$ cat config.mk
export PLATFORM = sky130hd
export DESIGN_NAME = fpu_round_pipe
export DESIGN_NICKNAME = d
export VERILOG_FILES = /design/src/rtl/fpu_round_pipe.sv
export SDC_FILE = /design/constraint.sdc
export NUM_CORES = 1
export LEC_CHECK = 0
export ABC_CLOCK_PERIOD_IN_PS = 7900
export CORE_ASPECT_RATIO = 0.7
export CORE_MARGIN = 2
export CORE_UTILIZATION = 40
export DETAILED_ROUTE_END_ITERATION = 8
export MAX_ROUTING_LAYER = met4
export PLACE_DENSITY = 0.69
export SLEW_MARGIN = 20
export SYNTH_ARGS = -nofsm -noshare
export SYNTH_HDL_FRONTEND = slang
export SYNTH_SLANG_ARGS = --single-unit
$ cat constraint.sdc
create_clock -name clk -period 7.9 [get_ports clk]
set_input_delay 1.58 -clock clk [delete_from_list [all_inputs] [get_ports clk]]
set_output_delay 1.58 -clock clk [all_outputs]
set_load 0.01 [all_outputs]
$ cat src/rtl/fpu_round_pipe.sv
// Two-stage IEEE-754 round-and-pack unit: stage 1 applies the rounding increment,
// stage 2 handles overflow saturation, subnormal packing, special bypass and flags.
module fpu_round_pipe #(
  parameter int EXP = 8,
  parameter int MAN = 23
) (
  input  logic             clk,
  input  logic             rst_l,
  input  logic             in_valid,
  output logic             in_ready,
  input  logic             in_sign,
  input  logic [EXP:0]     in_exp,
  input  logic [MAN:0]     in_mant,
  input  logic [2:0]       in_grs,
  input  logic [2:0]       in_frm,
  input  logic             in_nx,
  input  logic             in_zero_exact,
  input  logic             in_special,
  input  logic [EXP+MAN:0] in_special_result,
  input  logic [4:0]       in_special_flags,
  output logic             out_valid,
  input  logic             out_ready,
  output logic [EXP+MAN:0] out_result,
  output logic [4:0]       out_flags,
  input  logic             flags_clr,
  output logic [4:0]       flags_acc
);

  typedef enum logic [2:0] {
    RNE = 3'b000,
    RTZ = 3'b001,
    RDN = 3'b010,
    RUP = 3'b011,
    RMM = 3'b100
  } frm_e;

  logic s1_valid, s2_valid, s1_en, s2_en;

  assign s2_en     = ~s2_valid | out_ready;
  assign s1_en     = ~s1_valid | s2_en;
  assign in_ready  = s1_en & rst_l;
  assign out_valid = s2_valid;

  // ---------------- stage 1: rounding increment ----------------
  logic           any_grs, rnd_up, frm_bad;
  logic [MAN+1:0] mant_sum;
  logic [MAN:0]   m_next;
  logic [EXP:0]   e_next;

  always_comb begin
    rnd_up  = 1'b0;
    frm_bad = 1'b0;
    any_grs = |in_grs;
    case (in_frm)
      RNE:     rnd_up = in_grs[2] & (in_grs[1] | in_grs[0] | in_mant[0]);
      RTZ:     rnd_up = 1'b0;
      RDN:     rnd_up = in_sign & any_grs;
      RUP:     rnd_up = ~in_sign & any_grs;
      RMM:     rnd_up = in_grs[2];
      default: frm_bad = 1'b1;
    endcase
    mant_sum = {1'b0, in_mant} + {{(MAN+1){1'b0}}, rnd_up};
    // A carry out of the mantissa renormalises by one place and bumps the exponent.
    m_next = mant_sum[MAN+1] ? mant_sum[MAN+1:1] : mant_sum[MAN:0];
    e_next = in_exp + {{EXP{1'b0}}, mant_sum[MAN+1]};
  end

  logic             s1_sign, s1_inexact, s1_nv, s1_zero, s1_special;
  logic [2:0]       s1_frm;
  logic [EXP:0]     s1_e;
  logic [MAN:0]     s1_m;
  logic [EXP+MAN:0] s1_sres;
  logic [4:0]       s1_sflags;

  always_ff @(posedge clk) begin
    if (in_valid && s1_en) begin
      s1_sign    <= in_sign;
      s1_frm     <= in_frm;
      s1_e       <= e_next;
      s1_m       <= m_next;
      s1_inexact <= any_grs | in_nx;
      s1_nv      <= frm_bad;
      s1_zero    <= in_zero_exact;
      s1_special <= in_special;
      s1_sres    <= in_special_result;
      s1_sflags  <= in_special_flags;
    end
  end

  // ---------------- stage 2: pack ----------------
  logic             ovf, to_inf, normal, res_sign;
  logic [EXP+MAN:0] res;
  logic [4:0]       flags;

  always_comb begin
    ovf      = s1_e[EXP] | (&s1_e[EXP-1:0]);
    normal   = s1_m[MAN];
    to_inf   = 1'b0;
    res_sign = s1_sign;
    res      = '0;
    flags    = '0;
    case (s1_frm)
      RNE, RMM: to_inf = 1'b1;
      RUP:      to_inf = ~s1_sign;
      RDN:      to_inf = s1_sign;
      default:  to_inf = 1'b0;
    endcase
    if (s1_special) begin
      res   = s1_sres;
      flags = s1_sflags;
    end else if (ovf) begin
      res   = to_inf ? {s1_sign, {EXP{1'b1}}, {MAN{1'b0}}}
                     : {s1_sign, {(EXP-1){1'b1}}, 1'b0, {MAN{1'b1}}};
      flags = {s1_nv, 1'b0, 1'b1, 1'b0, 1'b1};
    end else begin
      // Exact cancellation to zero takes its sign from the rounding mode.
      if (s1_zero && !normal && (s1_m[MAN-1:0] == '0))
        res_sign = (s1_frm == RDN);
      res   = {res_sign, (normal ? s1_e[EXP-1:0] : {EXP{1'b0}}), s1_m[MAN-1:0]};
      flags = {s1_nv, 1'b0, 1'b0, ~normal & s1_inexact, s1_inexact};
    end
  end

  always_ff @(posedge clk) begin
    if (!rst_l) begin
      s1_valid   <= 1'b0;
      s2_valid   <= 1'b0;
      out_result <= '0;
      out_flags  <= '0;
    end else begin
      if (s1_en) s1_valid <= in_valid;
      if (s2_en) begin
        s2_valid <= s1_valid;
        if (s1_valid) begin
          out_result <= res;
          out_flags  <= flags;
        end
      end
    end
  end

  always_ff @(posedge clk) begin
    if (!rst_l)
      flags_acc <= '0;
    else if (flags_clr)
      flags_acc <= (out_valid && out_ready) ? out_flags : '0;
    else if (out_valid && out_ready)
      flags_acc <= flags_acc | out_flags;
  end

endmodule

==> run summary <==
drt pass-1 iters - 5
clk buf depth - 2
worst path buffer plus inverter count - 2
critical path arrival - 3080 ps
Starting Density - 0.405
CP Depth - 4
vias - 4,256
DR vias/cell - 5.47
Critical R2R Launch - s1_special
critical path class - input pin to output port
sequential power share - 0.443
Peak VDD IR - 142 uV
Worst Tran Pin Value - 1010 ps
die area - 14,100 um^2
final worst-path cycle share - 0.589
largest net degree at the start of global routing - 79
DR WL/cell - 17.8 um
global-route wire length before repair - 21,100 um
Antenna Nets Post-Route - 0
Synth Register Bits - 122
CTS Hold Bufs - 0
Sw Ratio - 0.223
Max Clk Rate - 215 MHz
core area - 13,000 um^2
R2R Path End - out_result[22]
Crit-path slowest cell - clkdlybuf4s50_1
commonest non-fill, non-tap cell in the layout - clkdlybuf4s50_1
skew final - 7.28 ps
WL final - 13,800 um
Total Power - 0.00167 W
cts repair resizes - 0
number of flops mapped to enable cells by yosys - 78
Area Growth Syn to Fin - 38.1%
nets - 688
syn nets - 564
clock power share - 0.457
vias in the first global route - 3,893
Yosys Warn Count - 0
gpl congestion - 0.857
placed inst area - 6690 um^2
CP max FO - 7
syn avg cell area - 11.1 um^2
worst setup path startpoint - out_ready
P per Cell Area - 229 nW/um^2
final core utilization - 0.559
Synth Instances - 475
LEAKAGE - 2.48 nW
Sum Neg Setup Slack - 0 ps
Rows - 35
Ports - 129
Critical Path Sink Type - output port
post-synthesis sequential area ratio - 0.612
Die Width - 141 um
maxcap violations - 0
drt drc - 0
Clock transition at path regs - 50 ps
CP max stage delay - 520 ps
Die Ht - 100 um
CP Cell Sequence - clkdlybuf4s50_1 -> nor2b_1 -> a21oi_1 -> clkdlybuf4s50_1
Clk Latency, worst-skew pair - 410 ps
Sink Count - 122
Congestion Overflow GR - 0
mapped cell area - 5270 um^2
CP endpoint - in_ready
relative slew slack - 0.328
r2r worst-path depth - 3
H-Tree Depth - 4
RSZ-0062 raised after global routing - no
layout cells sized above 1 - 0.0703
worst path required time - 6320 ps
top_reg_cell synth - edfxtp_1
post-CTS setup buffers - 0
Internal - 0.00130 W
status - finished, final reports clean
critical path's most frequent cell - clkdlybuf4s50_1
initial antenna violation count - 0
Starting DRT DRC Count - 204
Max Slew Vio Count - 0
hpwl dp - 9540 um
Hold Path Stages - 2
final setup fails - 0
Tmin final - 4660 ps
Root Buffer - clkbuf_16
switching power - 0.000372 W
Inst Count DP - 746
CTS tree - done
Total GRT Usage - 0.203
Final Hold Vio Count - 0
asr flop ratio synth - 0
most frequent cells in the layout - 128 x clkdlybuf4s50_1, 87 x nand2_1, 78 x edfxtp_1, 44 x dfxtp_1
delay-heaviest family, CP - buffers and inverters
Fillers - 1,080
crit path launch type - input pin
final instance area - 7270 um^2
antenna cells - 0
Inserted Clock Buffers - 17
worst hold path class - flip-flop to flip-flop
Comb pwr share - 0.099
PortBufs - 128
R2R setup slack - 5420 ps
final non-filler cell total - 778
Synth cell types - 54
==> per-stage QoR <==
step	setup slack, ps	hold WS (ps)
floorplan	2010	481
global placement	3070	450
detailed placement	3040	457
CTS	3240	464
global route	3170	482
finish	3240	463
==> worst reg2reg max path, cell delays in order (launching register included) <==
cell      delay (ps)
edfxtp_1         600
inv_2            590
o311a_1          930
a221oi_1         190
==> power by group through the flow <==
stage	sequential [W]	combinational (W)	clock, W
6_report	0.000740	0.000166	0.000763
3_5_place_dp	0.000752	0.000165	0
2_1_floorplan	0.000753	0.0000639	0
5_1_grt	0.000744	0.000180	0.000803
4_1_cts	0.000739	0.000166	0.000775
3_3_place_gp	0.000751	0.000163	0
==> flip-flops by register name, indices dropped and copies added (netlist names) <==
register,cells
flags_acc,5
out_valid,1
out_flags,5
s1_sign,1
s1_nv,1
s1_inexact,1
s1_zero,1
s1_valid,1
s1_frm,3
s1_sres,32
out_result,32
s1_sflags,5
s1_e,9
s1_m,24
s1_special,1
==> cell usage after synthesis (2+ instances only) <==
cell type	count	share of area
a31oi_1	3	0.0036
edfxtp_1	78	0.44
o31ai_1	3	0.0043
nand3b_1	2	0.0029
nand2b_1	4	0.0048
clkbuf_1	24	0.017
or4_4	2	0.0043
o211ai_1	2	0.0029
nand4b_1	2	0.0033
o221ai_1	9	0.015
o21ai_0	26	0.025
a32oi_1	5	0.0083
a211oi_1	2	0.0029
or4_1	3	0.0043
nor4_1	12	0.014
nand3_1	14	0.013
buf_2	2	0.0019
nand4_1	11	0.013
and2_1	3	0.0036
nor2b_1	3	0.0036
a21oi_1	26	0.025
nand2_1	87	0.062
xnor2_1	14	0.023
inv_1	6	0.0043
or3_1	2	0.0024
ha_1	4	0.0095
nor4b_1	2	0.0033
dfxtp_1	44	0.17
a221oi_1	23	0.038
mux2i_1	3	0.0057
nor3_1	2	0.0019
nor2_1	24	0.017
xor2_1	6	0.010
and3_1	2	0.0024
==> layout make-up <==
class                      instances  area [um^2]  area share
clock buffer                      19          433      0.0595
clock inverter                    13          153      0.0210
inverter                           7         26.3     0.00361
multi-input combinational        318         1910       0.263
sequential                       122         3220       0.443
tap                              166          208      0.0286
timing repair buffer             133         1320       0.181
==> how the worst min path moves through the flow <==
stage                    from             end  slack (ps)
2_1_floorplan  out_result[24]  out_result[24]         480
4_1_cts        out_result[29]  out_result[29]         460
5_1_grt        out_result[25]  out_result[25]         480
3_5_place_dp   out_result[29]  out_result[29]         460
3_3_place_gp   out_result[25]  out_result[25]         450
6_report       out_result[25]  out_result[25]         460
==> per-layer routing <==
metal,wire [um],track usage,vias up,part of all wire
li1,-,-,2047,-
met1,7230,0.315,2028,0.52
met2,5570,0.262,171,0.40
met3,889,0.0410,10,0.064
met4,123,0.0646,0,0.0089
met5,0,-,-,0
==> logic make-up (layout without fill, tap and decap cells) <==
logic type / Yosys count / count (layout) / synth area share
and+or+nand+nor: 180 / 180 / 0.167
DFF: 122 / 122 / 0.612
AOI/OAI and AO/OA: 109 / 109 / 0.141
buffers and inverters: 35 / 172 / 0.0268
xor gates and xnor gates: 20 / 20 / 0.0333
muxes: 5 / 5 / 0.00998
adders and majority gates: 4 / 4 / 0.00950
No activity file was read; power rests on OpenSTA's default activity.
